<file path="config.mk">
export PLATFORM = sky130hd
export DESIGN_NAME = endpi_buffer
export DESIGN_NICKNAME = d
export VERILOG_FILES = /design/src/rtl/endpi_buffer.sv
export SDC_FILE = /design/constraint.sdc
export NUM_CORES = 1
export LEC_CHECK = 0
export CORE_MARGIN = 1
export CORE_UTILIZATION = 56
export CTS_BUF_LIST = sky130_fd_sc_hd__clkbuf_4 sky130_fd_sc_hd__clkbuf_8
export CTS_CLUSTER_SIZE = 24
export DETAILED_ROUTE_END_ITERATION = 10
export PLACE_DENSITY_LB_ADDON = 0.1
export SETUP_SLACK_MARGIN = 0.02
export SLEW_MARGIN = 10
export SYNTH_ARGS = -nofsm -noshare
export SYNTH_HDL_FRONTEND = slang
export SYNTH_SLANG_ARGS = --single-unit
</file>
<file path="constraint.sdc">
create_clock -name clk -period 2.65 [get_ports clk]
set_input_delay 0.6625 -clock clk [delete_from_list [all_inputs] [get_ports clk]]
set_output_delay 0.6625 -clock clk [all_outputs]
set_load 0.005 [all_outputs]
</file>
<file path="src/rtl/endpi_buffer.sv">
// IN endpoint buffer: CPU fills a byte buffer through the SIE window, the SIE streams it on IN tokens.
// Optional endpoint-done interrupt port enabled by macro ENDPI_IRQ_EN.
module endpi_buffer #(
  parameter int unsigned DEPTH    = 8,
  parameter logic [11:0] CTRL_OFS = 12'h000,
  parameter logic [11:0] DATA_OFS = 12'h002
) (
  input  logic        clk,
  input  logic        rst_n,
  input  logic        cs,
  input  logic        we,
  input  logic [11:0] addr,
  input  logic [15:0] wdata,
  output logic [15:0] rdata,
  input  logic        in_req,
  output logic [7:0]  tx_data,
  output logic        tx_valid,
  input  logic        tx_ready,
  output logic        tx_last,
  output logic        tx_zlp,
  output logic        tx_pid1,
  output logic        tx_nak,
  output logic        tx_stall,
  input  logic        hs_ack,
  input  logic        hs_timeout
`ifdef ENDPI_IRQ_EN
  ,
  output logic        irq
`endif
);
  localparam int AW = $clog2(DEPTH);
  localparam int WW = $clog2(DEPTH + 1);
  localparam logic [6:0]    DEPTH_C = 7'(DEPTH);
  localparam logic [WW-1:0] DEPTH_W = WW'(DEPTH);

  typedef enum logic [1:0] {IDLE, SEND, WAIT_ACK} state_e;

  state_e          state_q, state_d;
  logic            ready_q, ready_d, toggle_q, toggle_d, stall_q, stall_d, done_q, done_d;
  logic [6:0]      count_q, count_d;
  logic [WW-1:0]   wptr_q, wptr_d;
  logic [AW-1:0]   rptr_q, rptr_d;
  logic [15:0]     rdata_q, rdata_d;
  logic            nak_q, nak_d, stl_q, stl_d, zlp_q, zlp_d;
  logic [7:0]      mem_q [DEPTH];

  logic            wr_ctrl, wr_data, rd, last, done_rd;
  logic [15:0]     ctrl_rd;

  assign wr_ctrl = cs & we & (addr == CTRL_OFS);
  assign wr_data = cs & we & (addr == DATA_OFS) & ~ready_q & (wptr_q < DEPTH_W);
  assign rd      = cs & ~we;
  assign last    = ({{(7-AW){1'b0}}, rptr_q} == (count_q - 7'd1));

`ifdef ENDPI_IRQ_EN
  assign done_rd = done_q;
  assign irq     = done_q;
`else
  assign done_rd = 1'b0;
`endif

  assign ctrl_rd = {ready_q, toggle_q, stall_q, (state_q != IDLE), done_rd, 4'b0000, count_q};

  always_comb begin
    state_d  = state_q;
    ready_d  = ready_q;
    toggle_d = toggle_q;
    stall_d  = stall_q;
    done_d   = done_q;
    count_d  = count_q;
    wptr_d   = wptr_q;
    rptr_d   = rptr_q;
    nak_d    = 1'b0;
    stl_d    = 1'b0;
    zlp_d    = 1'b0;
    // The data register is write-only, so only the control offset returns data.
    rdata_d  = (rd && addr == CTRL_OFS) ? ctrl_rd : 16'h0000;

    if (wr_data) wptr_d = wptr_q + WW'(2);

    if (wr_ctrl) begin
      if (wdata[11]) done_d = 1'b0;
      if (state_q == IDLE) begin
        stall_d = wdata[13];
        count_d = (wdata[6:0] > DEPTH_C) ? DEPTH_C : wdata[6:0];
        if (wdata[15]) ready_d = 1'b1;
      end
    end

    case (state_q)
      IDLE: begin
        if (in_req) begin
          if (stall_q)             stl_d = 1'b1;
          else if (!ready_q)       nak_d = 1'b1;
          else if (count_q == 7'd0) begin
            zlp_d   = 1'b1;
            state_d = WAIT_ACK;
          end else begin
            rptr_d  = '0;
            state_d = SEND;
          end
        end
      end
      SEND: begin
        if (tx_ready) begin
          if (last) state_d = WAIT_ACK;
          else      rptr_d  = rptr_q + AW'(1);
        end
      end
      WAIT_ACK: begin
        if (hs_ack) begin
          toggle_d = ~toggle_q;
          ready_d  = 1'b0;
          wptr_d   = '0;
          done_d   = 1'b1;
          state_d  = IDLE;
        end else if (hs_timeout || in_req) begin
          // Buffer and READY stay armed so the next IN token retransmits.
          state_d = IDLE;
        end
      end
      default: state_d = IDLE;
    endcase
  end

  always_ff @(posedge clk or negedge rst_n) begin
    if (!rst_n) begin
      state_q  <= IDLE;
      ready_q  <= 1'b0;
      toggle_q <= 1'b0;
      stall_q  <= 1'b0;
      done_q   <= 1'b0;
      count_q  <= '0;
      wptr_q   <= '0;
      rptr_q   <= '0;
      rdata_q  <= '0;
      nak_q    <= 1'b0;
      stl_q    <= 1'b0;
      zlp_q    <= 1'b0;
    end else begin
      state_q  <= state_d;
      ready_q  <= ready_d;
      toggle_q <= toggle_d;
      stall_q  <= stall_d;
      done_q   <= done_d;
      count_q  <= count_d;
      wptr_q   <= wptr_d;
      rptr_q   <= rptr_d;
      rdata_q  <= rdata_d;
      nak_q    <= nak_d;
      stl_q    <= stl_d;
      zlp_q    <= zlp_d;
    end
  end

  // wptr is always even, so the high byte lands at the odd neighbour.
  always_ff @(posedge clk) begin
    if (wr_data) begin
      mem_q[wptr_q[AW-1:0]]         <= wdata[7:0];
      mem_q[{wptr_q[AW-1:1], 1'b1}] <= wdata[15:8];
    end
  end

  assign rdata    = rdata_q;
  assign tx_valid = (state_q == SEND);
  assign tx_data  = tx_valid ? mem_q[rptr_q] : 8'h00;
  assign tx_last  = tx_valid & last;
  assign tx_pid1  = toggle_q;
  assign tx_nak   = nak_q;
  assign tx_stall = stl_q;
  assign tx_zlp   = zlp_q;
endmodule

</file>
---- Yosys cells after proc, flatten, opt, wreduce, memory -nomap -nowiden ----
Memory sizes are Yosys's and may differ from the RTL's.
Index checks and enable logic that the tools add are counted.
storage, ports and cells
  register bits after elaboration ......... 38
  RAM bits ................................ 64
  output and inout port bits .............. 30
  logic and storage cells ................. 91
  memories kept ........................... 1
memory list
  name   depth  bits a word  rd ports  clocked after Yosys merged registers in  write ports  line  text
  mem_q  8      8            1         0                                        2            45    logic [7:0] mem_q [DEPTH];
cells by class
  $add $sub $neg .......................... 3
  $lt $le $gt $ge ......................... 2
  equality and inequality tests ........... 12
  mux-type cells .......................... 41
  bitwise gates (word level) .............. 10
  reduce and logical (&&, ||, !) cells .... 11
operators with widths
  cell                 count
  $mux 1               19
  $mux 3               6
  $mux 16              1
  $mux 2               8
  $eq 12x2->1 const B  1
  $logic_not 12->1     1
  $mux 4               3
  $ne 2x2->1 const B   5
  $mux 8               1
  $and 1x1->1          7
  $eq 3x7->1           1
  $gt 7x4->1 const B   1
  $logic_not 7->1      1
  $mux 7               1
  $reduce_and 7->1     1
  $sub 7x1->7 const B  1
  $pmux 2 s3           1
  $pmux 3 s2           1
  $reduce_and 6->1     1
  $add 4x2->4 const B  1
  $lt 4x4->1 const B   1
  $ne 2x1->1 const B   2
  $reduce_and 2->1     2
  $reduce_bool 2->1    2
  8 further kinds      10

---- Depth between registers and ports, before layout ----
Gate-level depths: netlist of run 1.
  depth in word-level cells ............... 7
  mapped depth ............................ 7
  mapped depth without buffers ............ 7

---- Worst setup path after synthesis of run 1 ----
No wires, ideal clock.
  path type ............................... reg-to-output
  start ................................... reg count_q[0]
  end ..................................... out tx_last
  arrival time ............................ 1.649 ns
  data required time ...................... 1.987 ns
  slack ................................... 0.339 ns
  cell stages (with the launch flop) ...... 7
  cells stage by stage .................... dfrtp_1 -> inv_1 -> ha_1 -> xnor2_1 -> a2111oi_2 -> o221ai_2 -> nor3_2
between the ends
  longest elaborated chain between the ends .. 3
RTL lines
  what                    line  text
  start, declared         40    logic [6:0] count_q, count_d;
  start signal, assigned  146   count_q <= count_d;
  $sub 7x1->7             53    assign last = ({{(7-AW){1'b0}}, rptr_q} == (count_q - 7'd1));
  $eq 3x7->1              53
  $and 1x1->1             167   assign tx_last = tx_valid & last;
  end, declared           19    output logic tx_last,
Every way passes these cells.

---- Final worst setup path of run 1 ----
  start ................................... reg count_q[1]
  end ..................................... out tx_last
Same word-level chain as after synthesis.

==> summary.md, run 1 <==
| Metric | Value |
|---|---|
| Area grow syn2layout | 28.8% |
| Post-DP HPWL | 7540 um |
| Top_reg_cell synth | edfxtp_1 |
| GRT Util Overall | 27.4% |
| Sequential area share after synthesis | 59.5% |
| Dominant cells by area after synthesis | edfxtp_1 42%, dfrtp_1 18%, mux2_2 8.1% |
| Max-Cap Viols | 0 |
| Final Hold Fails | 0 |
| Initial Utilization | 58.6% |
| Synth Area per Inst | 14.2 um2 |
| NumNets Final | 474 |
| First-pass detailed-route iteration total | 5 |
| Pwr Density | 443 nW/um2 |
| Clk slew on worst S/H paths | 0.09 ns |
| Post-DR wirelength/cell | 20.1 um |
| #FFs+latches synth | 96 |
| CTS Buffer Depth | 2 |
| Number of global-route vias before repair | 3242 |
| Ys Warns | 0 |
| Post-DRT Antenna Nets | 0 |
| Core area | 7810 um2 |
| Minimum clock period | 2.71 ns |
| Crit start category | flop |
| Clock skew | 0.0106 ns |
| Switching Share | 22.6% |
| Vias per cell | 5.74 |
| Vias | 3083 |
| Iter 0 DRT Violations | 229 |
| Skew-Pair Late Insertion Delay | 0.37 ns |
| EDFF count, synth | 64 |
| Crit end category | output port |
| Rows | 32 |
| Final Setup Violations | 1 |
| Worst Path Class, Setup | flop to output port |
| Layout cells sized above 1 | 32.9% |
| Post-synth top area cell | edfxtp_1 |
| Clock Power Share | 33.7% |
| I/O Buffers | 60 |
| Die W | 92.4 um |
| Post-Place Cells | 507 |
| First-pass GRT wire length | 17000 um |
| Unrepaired setup endpoints after global routing | true |
| WP data required | 1.99 ns |
| Fmax | 0.369 GHz |
| Status | complete, but fails checks |
| Commonest non-fill, non-tap cell in the layout | edfxtp_1 |
| Clock buffer count from CTS | 9 |
| Leakage | 0.00226 uW |
| Hold Crit Class | flop to flop |
| Fillcell total | 527 |
| CTS tree | done |
| Initial antenna violation count | 0 |
| Number of diodes | 0 |
| Max-slew violations | 0 |
| Total gr overflow | 0 |
| Clock sink count | 96 |
| Cell Area, Synth | 4580 um2 |
| Worst Slack Setup Final | -0.0637 ns |
| Most frequent cells in the layout | 64 x edfxtp_1, 51 x clkdlybuf4s50_1, 37 x buf_4 |
| P_sw | 590 uW |
| Synth cell types | 52 |
| Post-Place Worst Slack | -0.178 ns |
| Arrival time at the worst endpoint | 2.05 ns |
| Cell count after synthesis | 323 |
| Number of remaining DRC errors | 0 |
| Peak supply drop | 283 uV |
| CTS Hold Bufs | 0 |
| Die area | 8540 um2 |
| Normalized max-slew margin | 58.4% |
| Critical path peak fanout | 2 |
| Slew @ Worst Pin | 0.624 ns |
| Non-Filler Instances | 537 |
| Final wirelength | 10800 um |
| Comb pwr share | 5.0% |
| Fin util | 75.5% |
| Largest net degree at the start of global routing | 33 |
| H-tree Lvls | 3 |
| Fin crit share | 102% |
| Pint | 2020 uW |
| Synth top area share | 42.0% |
| Failing checks | negative setup slack |
| Root Driver | clkbuf_8 |
| # IOs | 66 |
| Part of the power in registers | 61.3% |
| Gpl congestion | 0.862 |
| Synth async-reset ratio | 33.3% |
| Die Y-Extent | 92.4 um |
[power by group through the flow]
stage          clock network [uW]  logic [uW]  registers, uW
2_1_floorplan                   0        38.6           1630
5_1_grt                       941         142           1600
3_5_place_dp                    0         129           1630
6_report                      881         130           1600
3_3_place_gp                    0         124           1630
4_1_cts                       903         130           1600
[registers in the layout, summed over array words and instances (netlist names)]
name	flops
count_q	7
mem_q	64
rdata	11
ready_q	1
rptr_q	3
stall_q	1
state_q	2
tx_nak	1
tx_pid1	1
tx_stall	1
tx_zlp	1
wptr_q	3
[critical path, cell delays in order, from the launching register on]
cell	delay [ns]
dfrtp_1	0.41
inv_2	0.08
ha_4	0.20
xnor2_2	0.15
a2111oi_4	0.33
o221ai_2	0.18
nor3_2	0.18
buf_2	0.16
[worst paths after layout]
| kind | start | to | slack (ns) | cells past startpoint |
|---|---|---|---|---|
| max in group asynchronous | rst_n | rptr_q[0] | 1.64 | 2 |
| min reg2reg | stall_q | tx_nak | 0.49 | 1 |
| max reg2reg | count_q[0] | rptr_q[2] | 0.46 | 8 |
| max | count_q[1] | tx_last | -0.06 | 7 |
| min | stall_q | tx_nak | 0.49 | 1 |
| min in group asynchronous | rst_n | rdata[4] | 0.68 | 2 |
[layer usage]
metal	vias up	wire length (um)	track usage (%)	share of wire [%]
li1	1425	-	-	-
met2	86	5620	46.0	52
met3	15	517	4.60	4.8
met5	-	0	0	0
met4	0	178	9.38	1.6
met1	1557	4500	36.3	42
[stage by stage]
step                TNS, ns  cell area (um2)  hold slack, ns  total power, uW
floorplan                 0             4590           0.367             1670
global placement      -8.62             5580           0.482             1760
detailed placement   -10.63             5580           0.487             1760
CTS                  -0.150             5820           0.494             2630
global route         -0.203             5900           0.518             2680
finish              -0.0637             5900           0.495             2610
[layout make-up]
cell class              instances  area (um2)  area share [%]
inverters                      12        45.0           0.764
clock buffers                   9         124            2.10
repair buffers                111        1080            18.3
flip-flops and latches         96        2720            46.2
multi-input cells             200        1740            29.5
clock inverters                 7        58.8           0.997
well taps                     102         128            2.16
[cell usage after synthesis (2+ instances only)]
library cell	instances
a21oi_1	13
and2_1	17
buf_4	7
buf_6	3
clkbuf_1	8
dfrtp_1	32
edfxtp_1	64
ha_1	8
inv_1	12
mux2_2	33
mux4_2	16
nand2_1	30
nand2_2	4
nand2b_1	2
nand3_1	2
nor2_1	10
nor2_2	2
nor2b_1	2
nor3_1	4
nor3b_1	2
nor4_1	9
o21a_1	2
o21ai_0	9
o2bb2ai_1	2
xnor2_1	3
[timing repair]
action	CTS	global route
endpoints found under the setup margin	9	7
pin swaps	4	8
gates resized for setup	38	11
buffers inserted	10	5
[kinds of logic (layout without fill, tap and decap cells)]
kind of cell,after synthesis,count (layout),share of synthesized area (%)
flip-flops,96,96,59.5
AND/OR/NAND/NOR,94,94,11.3
multiplexers,49,49,16.0
AO/OA/AOI/OAI,40,40,6.48
buffers and inverters,31,139,3.64
adder cells (fa/ha/maj),8,8,2.19
XOR/XNOR,4,4,0.766
other,1,5,0.0820
No activity file was read; power rests on OpenSTA's default activity.
==> inputs of run 2 (changes only) <==
--- a/config.mk
+++ b/config.mk
@@ -10,8 +10,10 @@
 export CTS_BUF_LIST = sky130_fd_sc_hd__clkbuf_4 sky130_fd_sc_hd__clkbuf_8
 export CTS_CLUSTER_SIZE = 24
 export DETAILED_ROUTE_END_ITERATION = 10
+export HOLD_SLACK_MARGIN = 0.12
 export PLACE_DENSITY_LB_ADDON = 0.1
 export SETUP_SLACK_MARGIN = 0.02
+export SKIP_LAST_GASP = 1
 export SLEW_MARGIN = 10
 export SYNTH_ARGS = -nofsm -noshare
 export SYNTH_HDL_FRONTEND = slang
==> run 2 against run 1 <==
Against the previous run:
- the flow still finishes with violations (negative setup slack)
- combinational power about the same
- critical path type unchanged
- clock skew grew 0.00056 ns
- sequential power barely moved
- global-route usage is 0.13 points lower
- critical path depth is the same
==> summary.md, run 2 (same netlist as run 1, synthesis figures left out) <==
| Metric | Value |
|---|---|
| Failing checks | negative setup slack |
| Max-Cap Viols | 0 (unchanged) |
| Initial antenna violation count | 0 (unchanged) |
| Root Driver | clkbuf_8 |
| Critical path peak fanout | 2 (unchanged) |
| Comb pwr share | 5.0% (about the same) |
| Gpl congestion | 0.862 (unchanged) |
| Worst Path Class, Setup | flop to output port |
| Die Y-Extent | 92.4 um (unchanged) |
| Unrepaired setup endpoints after global routing | true |
| Final wirelength | 10900 um (+0.87%) |
| Max-slew violations | 0 (unchanged) |
| Final Setup Violations | 1 (unchanged) |
| WP data required | 1.99 ns (about the same) |
| Post-DRT Antenna Nets | 0 (unchanged) |
| Switching Share | 22.7% (+0.094 points) |
| First-pass detailed-route iteration total | 4 (-1) |
| Max reg flops | 64 (unchanged) |
| Part of the power in registers | 61.2% (about the same) |
| Hold_ws | 0.510 ns (+0.0157 ns) |
| Clock Power Share | 33.8% (about the same) |
| Crit start category | flop |
| GRT Util Overall | 27.3% (-0.13 points) |
| Pwr Density | 441 nW/um2 (-0.54%) |
| Hold Crit Class | flop to flop |
| Flop-to-flop setup slack | 0.48 ns (+0.02 ns) |
| Power consumption | 2620 uW (+0.14%) |
| Fillcell total | 523 (-0.76%) |
| Total gr overflow | 0 (unchanged) |
| Initial Utilization | 58.6% (unchanged) |
| Leakage | 0.00228 uW (+0.75%) |
| Vias per cell | 5.74 (about the same) |
| I/O Buffers | 60 (unchanged) |
| Clk slew on worst S/H paths | 0.09 ns (about the same) |
| First-pass GRT wire length | 16900 um (-0.56%) |
| Commonest non-fill, non-tap cell in the layout | edfxtp_1 |
| CTS Hold Bufs | 0 (unchanged) |
| Final Hold Fails | 0 (unchanged) |
| Number of diodes | 0 (unchanged) |
| NumNets Final | 476 (+0.42%) |
| Skew-Pair Late Insertion Delay | 0.36 ns (about the same) |
| Vias | 3095 (+0.39%) |
| Status | complete, but fails checks |
| Clock sink count | 96 (unchanged) |
| Fin util | 76.0% (+0.51 points) |
| Pint | 2020 uW (about the same) |
| Crit end category | output port |
| Iter 0 DRT Violations | 196 (-14%) |
| Clock skew | 0.0112 ns (+0.000556 ns) |
| Rows | 32 (unchanged) |
| Most frequent cells in the layout | 64 x edfxtp_1, 51 x clkdlybuf4s50_1, 37 x buf_4 |
| Non-Filler Instances | 539 (+0.37%) |
| Largest net degree at the start of global routing | 33 (unchanged) |
| Clock buffer count from CTS | 9 (unchanged) |
| Number of remaining DRC errors | 0 (unchanged) |
| Normalized max-slew margin | 56.6% (-1.8 points) |
| Arrival time at the worst endpoint | 2.08 ns (+0.03 ns) |
| Minimum clock period | 2.74 ns (+0.0247 ns) |
| P_sw | 593 uW (+0.56%) |
| Slew @ Worst Pin | 0.652 ns (+0.0277 ns) |
| Fin crit share | 103% (+0.93 points) |
| Area grow syn2layout | 29.7% |
| Core area | 7810 um2 (unchanged) |
| Layout cells sized above 1 | 33.9% (+0.99 points) |
| Fmax | 0.365 GHz (-0.90%) |
| Post-Place Cells | 507 (unchanged) |
| Post-DP HPWL | 7540 um (unchanged) |
| Peak supply drop | 283 uV (about the same) |
| CTS tree | done |
| # IOs | 66 (unchanged) |
| Number of global-route vias before repair | 3255 (+0.40%) |
| Post-DR wirelength/cell | 20.2 um (+0.49%) |
| Worst Slack Setup Final | -0.0884 ns (-0.0247 ns) |
| CTS Buffer Depth | 2 (unchanged) |
| Die area | 8540 um2 (unchanged) |
| H-tree Lvls | 3 (unchanged) |
| Die W | 92.4 um (unchanged) |
[run 2: changes by cell type in the layout (fill, tap and decap cells not counted), sizes merged]
cell and change:
buf +2
[run 2: power groups by stage]
| stage | Sequential [uW] | Combinational [uW] | Clock [uW] |
|---|---|---|---|
| floorplan | 1630 | 38.6 | 0 |
| global placement | 1630 | 124 | 0 |
| detailed placement | 1630 | 129 | 0 |
| CTS | 1600 | 130 | 903 |
| global route | 1600 | 142 | 940 |
| finish | 1600 | 130 | 884 |
[run 2: layout make-up]
cell class / instances / area, um2 / share of cell area (%)
clock buffer: 9 / 124 / 2.09
tap: 102 / 128 / 2.15
inverter: 12 / 45.0 / 0.759
clock inverter: 7 / 58.8 / 0.991
sequential: 96 / 2720 / 45.9
multi-input combinational: 200 / 1750 / 29.4
timing repair buffer: 113 / 1110 / 18.7
[run 2: critical path, cell delays in order (launching register included)]
cell       delay, ns
dfrtp_1         0.41
inv_2           0.08
ha_4            0.20
xnor2_2         0.15
a2111oi_4       0.33
o221ai_2        0.20
nor3_2          0.19
buf_2           0.16
[run 2: metal layers]
metal  vias up  global-route usage, %  wire (um)
li1       1428                      -          -
met1      1549                   35.9       4410
met4         0                   10.9        246
met5         -                      0          0
met3        21                   4.60        581
met2        97                   45.4       5670
[run 2: repair_timing]
item                                    4_1_cts  5_1_grt
gates resized for setup                      35       17
setup buffers                                10        6
endpoints found under the setup margin        9        7
pin swaps                                     2        8
[run 2: path summary, 6_finish.rpt]
check,start,to,cells after the start
worst max-delay path,count_q[1],tx_last,7
worst min-delay path,tx_pid1,tx_pid1,1
worst max register to register,count_q[1],rptr_q[2],8
worst min register to register,tx_pid1,tx_pid1,1
max in group asynchronous,rst_n,rptr_q[0],2
min in group asynchronous,rst_n,rdata[4],2
[run 2: per-stage QoR]
stage | instance area [um2] | worst slack, ns | TNS, ns
after detailed placement | 5580 | -0.178 | -10.63
after floorplan | 4590 | 0.339 | 0
after CTS | 5810 | -0.136 | -0.205
after global routing | 5940 | -0.177 | -0.219
after global placement | 5580 | -0.129 | -8.62
final | 5940 | -0.0884 | -0.0884
